<file path="config.mk">
export PLATFORM = sky130hd
export DESIGN_NAME = load_store_unit
export DESIGN_NICKNAME = d
export VERILOG_FILES = /design/src/rtl/riscv_pkg.sv /design/src/rtl/lsu_lane_align.sv /design/src/rtl/load_store_unit.sv
export SDC_FILE = /design/constraint.sdc
export NUM_CORES = 1
export LEC_CHECK = 0
export BUFFER_PORTS_ARGS = -buffer_cell sky130_fd_sc_hd__buf_4
export CAP_MARGIN = 20
export CORE_UTILIZATION = 40
export DETAILED_ROUTE_END_ITERATION = 10
export PLACE_DENSITY_LB_ADDON = 0.08
export SYNTH_ARGS = -nofsm -noshare
export SYNTH_HDL_FRONTEND = slang
export SYNTH_SLANG_ARGS = --single-unit
export TNS_END_PERCENT = 20
</file>
<file path="constraint.sdc">
create_clock -name i_Clock -period 8.52 [get_ports i_Clock]
set_input_delay 0.852 -clock i_Clock [delete_from_list [all_inputs] [get_ports i_Clock]]
set_output_delay 0.852 -clock i_Clock [all_outputs]
set_load 0.02 [all_outputs]
</file>
<file path="src/rtl/riscv_pkg.sv">
// Shared RISC-V load/store definitions: funct3 width codes,
// fault-cause encoding and the load/store unit state set.
package riscv_pkg;

    localparam logic [2:0] LOAD_BYTE          = 3'b000;
    localparam logic [2:0] LOAD_HALF          = 3'b001;
    localparam logic [2:0] LOAD_WORD          = 3'b010;
    localparam logic [2:0] LOAD_BYTE_UNSIGNED = 3'b100;
    localparam logic [2:0] LOAD_HALF_UNSIGNED = 3'b101;

    localparam logic [2:0] STORE_BYTE = 3'b000;
    localparam logic [2:0] STORE_HALF = 3'b001;
    localparam logic [2:0] STORE_WORD = 3'b010;

    localparam logic [2:0] MEM_MODE_WORD = 3'b010;

    typedef enum logic [1:0] {
        CAUSE_NONE       = 2'b00,
        CAUSE_MISALIGNED = 2'b01,
        CAUSE_FUNCT3     = 2'b10,
        CAUSE_RANGE      = 2'b11
    } fault_cause_e;

    typedef enum logic [2:0] {
        LSU_IDLE,
        LSU_LOAD,
        LSU_RMW_READ,
        LSU_WRITE,
        LSU_RESP,
        LSU_FAULT
    } lsu_state_e;

endpackage

</file>
<file path="src/rtl/lsu_lane_align.sv">
// Lane helper: extracts and extends a load lane, or merges a store lane.
// Ports: i_Funct3/i_Offset select lane; i_MemWord, i_StoreData in;
// o_LoadValue extended load, o_MergedWord read-modify-write word.
module lsu_lane_align
    import riscv_pkg::*;
(
    input  logic [2:0]  i_Funct3,
    input  logic [1:0]  i_Offset,
    input  logic [31:0] i_MemWord,
    input  logic [31:0] i_StoreData,
    output logic [31:0] o_LoadValue,
    output logic [31:0] o_MergedWord
);

    logic [7:0]  byte_lane;
    logic [15:0] half_lane;
    logic [4:0]  byte_shift;
    logic [4:0]  half_shift;

    always_comb begin
        byte_shift = {i_Offset, 3'b000};
        half_shift = {i_Offset[1], 4'b0000};
        byte_lane  = 8'(i_MemWord >> byte_shift);
        half_lane  = 16'(i_MemWord >> half_shift);

        o_LoadValue = i_MemWord;
        unique case (i_Funct3)
            LOAD_BYTE:
                o_LoadValue = {{24{byte_lane[7]}}, byte_lane};
            LOAD_HALF:
                o_LoadValue = {{16{half_lane[15]}}, half_lane};
            LOAD_BYTE_UNSIGNED:
                o_LoadValue = {24'h0, byte_lane};
            LOAD_HALF_UNSIGNED:
                o_LoadValue = {16'h0, half_lane};
            default:
                o_LoadValue = i_MemWord;
        endcase

        o_MergedWord = i_MemWord;
        if (i_Funct3 == STORE_BYTE) begin
            o_MergedWord[byte_shift +: 8] = i_StoreData[7:0];
        end else if (i_Funct3 == STORE_HALF) begin
            o_MergedWord[half_shift +: 16] = i_StoreData[15:0];
        end
    end

endmodule

</file>
<file path="src/rtl/load_store_unit.sv">
// Data-memory initiator: one load/store at a time, RMW for sub-word stores.
// Ports: i_Valid/o_Ready request, o_Done/o_Fault/o_LoadData response, o_Mem* to memory.
module load_store_unit
    import riscv_pkg::*;
#(
    parameter int unsigned P_MEM_BYTES = 32768
) (
    input  logic        i_Clock,
    input  logic        i_Reset,
    input  logic        i_Valid,
    output logic        o_Ready,
    input  logic        i_IsStore,
    input  logic [2:0]  i_Funct3,
    input  logic [31:0] i_Address,
    input  logic [31:0] i_StoreData,
    output logic        o_Done,
    output logic [31:0] o_LoadData,
    output logic        o_Fault,
    output logic [1:0]  o_FaultCause,
    output logic        o_MemReadEnable,
    output logic        o_MemWriteEnable,
    output logic [31:0] o_MemAddress,
    output logic [31:0] o_MemDataOut,
    output logic [2:0]  o_MemMode,
    input  logic [31:0] i_MemDataIn
);

    lsu_state_e   state_q, state_d;
    fault_cause_e cause_q, cause_d;
    logic         is_store_q, is_store_d;
    logic [2:0]   funct3_q, funct3_d;
    logic [31:0]  addr_q, addr_d;
    logic [31:0]  sdata_q, sdata_d;
    logic [31:0]  merged_q, merged_d;
    logic [31:0]  load_data_q, load_data_d;

    logic [31:0] lane_load;
    logic [31:0] lane_merged;
    logic        bad_funct3;
    logic        misaligned;
    logic        out_of_range;

    lsu_lane_align u_align (
        .i_Funct3    (funct3_q),
        .i_Offset    (addr_q[1:0]),
        .i_MemWord   (i_MemDataIn),
        .i_StoreData (sdata_q),
        .o_LoadValue (lane_load),
        .o_MergedWord(lane_merged)
    );

    // Width checks below assume funct3 already passed the validity check.
    always_comb begin
        if (i_IsStore) begin
            bad_funct3 = (i_Funct3 >= 3'b011);
        end else begin
            bad_funct3 = (i_Funct3 == 3'b011) || (i_Funct3[2:1] == 2'b11);
        end
        misaligned = ((i_Funct3[1:0] == 2'b01) && i_Address[0])
                   || ((i_Funct3[1:0] == 2'b10) && (i_Address[1:0] != 2'b00));
        out_of_range = (i_Address >= P_MEM_BYTES);
    end

    always_comb begin
        state_d     = state_q;
        cause_d     = cause_q;
        is_store_d  = is_store_q;
        funct3_d    = funct3_q;
        addr_d      = addr_q;
        sdata_d     = sdata_q;
        merged_d    = merged_q;
        load_data_d = load_data_q;

        unique case (state_q)
            LSU_IDLE: begin
                if (i_Valid && o_Ready) begin
                    is_store_d = i_IsStore;
                    funct3_d   = i_Funct3;
                    addr_d     = i_Address;
                    sdata_d    = i_StoreData;
                    cause_d    = CAUSE_NONE;
                    if (bad_funct3) begin
                        cause_d = CAUSE_FUNCT3;
                        state_d = LSU_FAULT;
                    end else if (misaligned) begin
                        cause_d = CAUSE_MISALIGNED;
                        state_d = LSU_FAULT;
                    end else if (out_of_range) begin
                        cause_d = CAUSE_RANGE;
                        state_d = LSU_FAULT;
                    end else if (!i_IsStore) begin
                        state_d = LSU_LOAD;
                    end else if (i_Funct3 == STORE_WORD) begin
                        state_d = LSU_WRITE;
                    end else begin
                        state_d = LSU_RMW_READ;
                    end
                end
            end
            LSU_LOAD: begin
                load_data_d = lane_load;
                state_d     = LSU_RESP;
            end
            LSU_RMW_READ: begin
                merged_d = lane_merged;
                state_d  = LSU_WRITE;
            end
            LSU_WRITE: state_d = LSU_RESP;
            LSU_RESP:  state_d = LSU_IDLE;
            LSU_FAULT: state_d = LSU_IDLE;
            default:   state_d = LSU_IDLE;
        endcase
    end

    always_ff @(posedge i_Clock or posedge i_Reset) begin
        if (i_Reset) begin
            state_q     <= LSU_IDLE;
            cause_q     <= CAUSE_NONE;
            is_store_q  <= 1'b0;
            funct3_q    <= 3'b000;
            addr_q      <= 32'h0;
            sdata_q     <= 32'h0;
            merged_q    <= 32'h0;
            load_data_q <= 32'h0;
        end else begin
            state_q     <= state_d;
            cause_q     <= cause_d;
            is_store_q  <= is_store_d;
            funct3_q    <= funct3_d;
            addr_q      <= addr_d;
            sdata_q     <= sdata_d;
            merged_q    <= merged_d;
            load_data_q <= load_data_d;
        end
    end

    // Enables come straight from the state flop so reset kills them at once.
    always_comb begin
        o_Ready          = (state_q == LSU_IDLE) && !i_Reset;
        o_Done           = (state_q == LSU_RESP) || (state_q == LSU_FAULT);
        o_Fault          = (state_q == LSU_FAULT);
        o_FaultCause     = cause_q;
        o_LoadData       = load_data_q;
        o_MemReadEnable  = (state_q == LSU_LOAD) || (state_q == LSU_RMW_READ);
        o_MemWriteEnable = (state_q == LSU_WRITE);
        o_MemAddress     = {addr_q[31:2], 2'b00};
        o_MemMode        = MEM_MODE_WORD;
        o_MemDataOut     = (funct3_q == STORE_WORD) ? sdata_q : merged_q;
    end

endmodule

</file>
==> results.py <==
metrics = {
    "run_status": {
        "run_status": "finished, final reports clean",
    },
    "logic_synthesis": {
        "synthMuxAreaShare_pct": 13.1,
        "synthDistinctLibCells": 48,
        "synth-compound-area-share_pct": 14.8,
        "synth_edf_count": 0,
        "syn_area_um2": 7150,
        "synth_xor_area_share_pct": 0.122,
        "synthAdderAreaFrac_pct": 0.875,
        "synth-async-reset-ratio_pct": 100,
        "yosys_warnings": 0,
        "synth_cells": 715,
        "yosys_most_used_dff": "dfrtp_1",
        "ys_seq_elements": 136,
        "avgSynthCellArea_um2": 10.0,
        "ys_seq_area_share_pct": 47.6,
        "synth-simple-area-share_pct": 16.3,
        "synth_top_family_by_area": "simple AND/OR/NAND/NOR gates",
    },
    "clock_tree": {
        "cts_tree": "yes",
        "cts-resized-gates": 0,
        "cts_buffers": 17,
        "clockBufferDepth": 2,
        "clk_latency_ns": 0.43,
        "clkTransAtPathRegs_ns": 0.06,
        "root_buffer": "clkbuf_16",
        "cts_sinks": 136,
        "cts.htree.levels": 4,
        "ctsHoldBuffers": 0,
        "cts_setup_buffers": 0,
    },
    "drt": {
        "via_per_inst": 5.43,
        "ant_nets": 0,
        "first_iter_violations": 586,
        "vias": 5997,
        "wl_um": 21400,
        "drt_first_pass_iters": 5,
        "avgRoutedWirePerCell_um": 19.3,
        "drc": 0,
    },
    "critical_path": {
        "critPathCaptureType": "primary output",
        "cp_max_fo": 32,
        "cpMostUsedCell": "buf_4",
        "crit_slowest_cell": "dfrtp_1",
        "cp.required_ns": 7.67,
        "slowest_delay_ns": 0.61,
        "startpoint_type": "flip-flop",
        "arrival_ns": 2.33,
        "path_class": "reg -> out",
        "path_cells": "nor3b_2 > buf_4 > mux2_2 > buf_4",
    },
    "placement": {
        "dpl_worst_slack_ns": 5.48,
        "gp_congestion": 0.841,
        "hpwl_um": 14900,
        "placement.io_buffers": 203,
    },
    "grt": {
        "grt_overflow": 0,
        "grt_max_degree": 81,
        "grt_antenna_before_repair": 0,
        "grt_first_pass_wirelength_um": 32900,
        "grt_pass1_vias": 5894,
        "grt_usage_pct": 23.8,
    },
    "min_path": {
        "hold_class": "reg -> reg",
    },
    "floorplan": {
        "die_x_um": 136,
        "die_h_um": 136,
        "io_pins": 209,
        "die-area_um2": 18400,
        "core_um2": 17400,
        "initial_core_util_pct": 41.2,
        "rows": 48,
    },
    "timing": {
        "setup_ws_ns": 5.34,
        "fin_setup_tns_ns": 0,
        "fin_skew_ns": 0.00740,
        "hold_viol": 0,
        "setup_viol": 0,
        "slew_headroom_pct": 32.7,
        "rsz0062_at_grt": "no",
        "fin_crit_ns": 3.18,
        "finalCritPeriodShare_pct": 37.3,
        "finalMaxSlewViolations": 0,
        "fmax_mhz": 315,
        "tightest_slew_ns": 1.00,
    },
    "finish": {
        "drive_above_1_share_pct": 37.0,
        "nFillCells": 1570,
        "fin_nets": 974,
        "antennaDiodeCount": 0,
        "syn2layout_area_growth_pct": 28.2,
    },
    "pwr": {
        "vdd_drop_max_v": 0.000160,
        "p_per_area_nw_per_um2": 305,
        "p_leak_nw": 4.64,
    },
    "flow_run": {
        "maxCapViolCount": 0,
    },
}
per-layer routing:
| metal | vias to the layer above | wire [um] | track usage [%] |
|---|---|---|---|
| met5 | - | 0 | 0 |
| met4 | 0 | 396 | 8.05 |
| met1 | 2990 | 9660 | 33.1 |
| met3 | 23 | 1230 | 4.71 |
| li1 | 2787 | - | - |
| met2 | 197 | 10100 | 36.8 |
critical path, delay by kind of cell (launching register included):
kind                   cells  cell delay [ns]
buffers and inverters      2             0.58
flip-flops                 1             0.61
multiplexers               1             0.41
AND/OR/NAND/NOR            1             0.27
cell usage after synthesis (all sizes together), types with 12 or more instances:
library cell,count,area (um2)
a21oi,18,90.1
mux2i,24,240
a221oi,16,140
a211oi,19,153
nand3,32,210
buf,57,379
clkbuf,27,101
o21ai,19,95.1
a22o,16,140
mux2,60,676
nor2,12,45.0
dfrtp,136,3400
a21o,33,248
nand2,165,619
metrics by stage:
step	instances	cell area (um2)	utilization (%)	total power, W	hold WS, ns
floorplan	718	7160	-	0.00170	0.440
global placement	1070	8580	49.4	0.00208	0.453
detailed placement	1071	8590	49.5	0.00210	0.459
CTS	1103	9140	52.7	0.00281	0.472
global route	1104	9170	52.8	0.00294	0.490
finish	1104	9170	52.8	0.00279	0.470
sequential cells by signal, summed over array words and instances, names as in the netlist:
name / flops
addr_q: 32
funct3_q: 3
merged_q: 32
o_FaultCause: 2
o_LoadData: 32
sdata_q: 32
state_q: 3
final timing paths:
| check | to | from | slack [ns] | cells after the start |
|---|---|---|---|---|
| max | o_MemDataOut[7] | funct3_q[0] | 5.34 | 4 |
| min | sdata_q[31] | sdata_q[31] | 0.47 | 2 |
| max reg2reg | merged_q[29] | addr_q[1] | 5.56 | 7 |
| min reg2reg | sdata_q[31] | sdata_q[31] | 0.47 | 2 |
| max in group asynchronous | o_FaultCause[0] | i_Reset | 6.95 | 4 |
| min in group asynchronous | addr_q[11] | i_Reset | 0.49 | 2 |
area by class of cell:
type	count	area, um2	share of cell area [%]
repair buffers	213	1620	17.6
flip-flops and latches	136	3400	37.1
well taps	225	282	3.07
multi-input cells	491	3280	35.8
inverters	7	31.3	0.341
clock inverters	12	101	1.11
clock buffers	20	457	4.98
where the power goes:
group,switching [W],total (W),internal (W)
Combinational,0.000575,0.00107,0.000495
Clock,0.000286,0.000700,0.000414
Sequential,0.000172,0.00102,0.000851
placed cells by master (no fill, tap or decap), types with 4 or more instances in the layout:
cell type and count:
a22oi_1 7, a211oi_1 17, a22o_1 16, nand3b_1 9, clkinvlp_4 5, a31oi_1 4, mux2_2 60, o22a_1 7
o21ai_0 19, clkinv_2 5, inv_1 6, a221oi_1 16, nor3_1 4, clkbuf_16 17, nor2_1 12, a21o_1 33
a21oi_1 18, dfrtp_1 136, ha_1 5, nand3_2 10, nand3_1 22, buf_4 211, mux2i_1 24, conb_1 5
nor4_1 4, nand2_1 164
logic make-up after synthesis:
family          count (synthesis)
compound gates                146
mux                            85
other cells                     2
simple gates                  249
buf+inv                        91
fa+ha+maj                       5
xor+xnor                        1
flops                         136
Power figures use the tool's default switching activity.
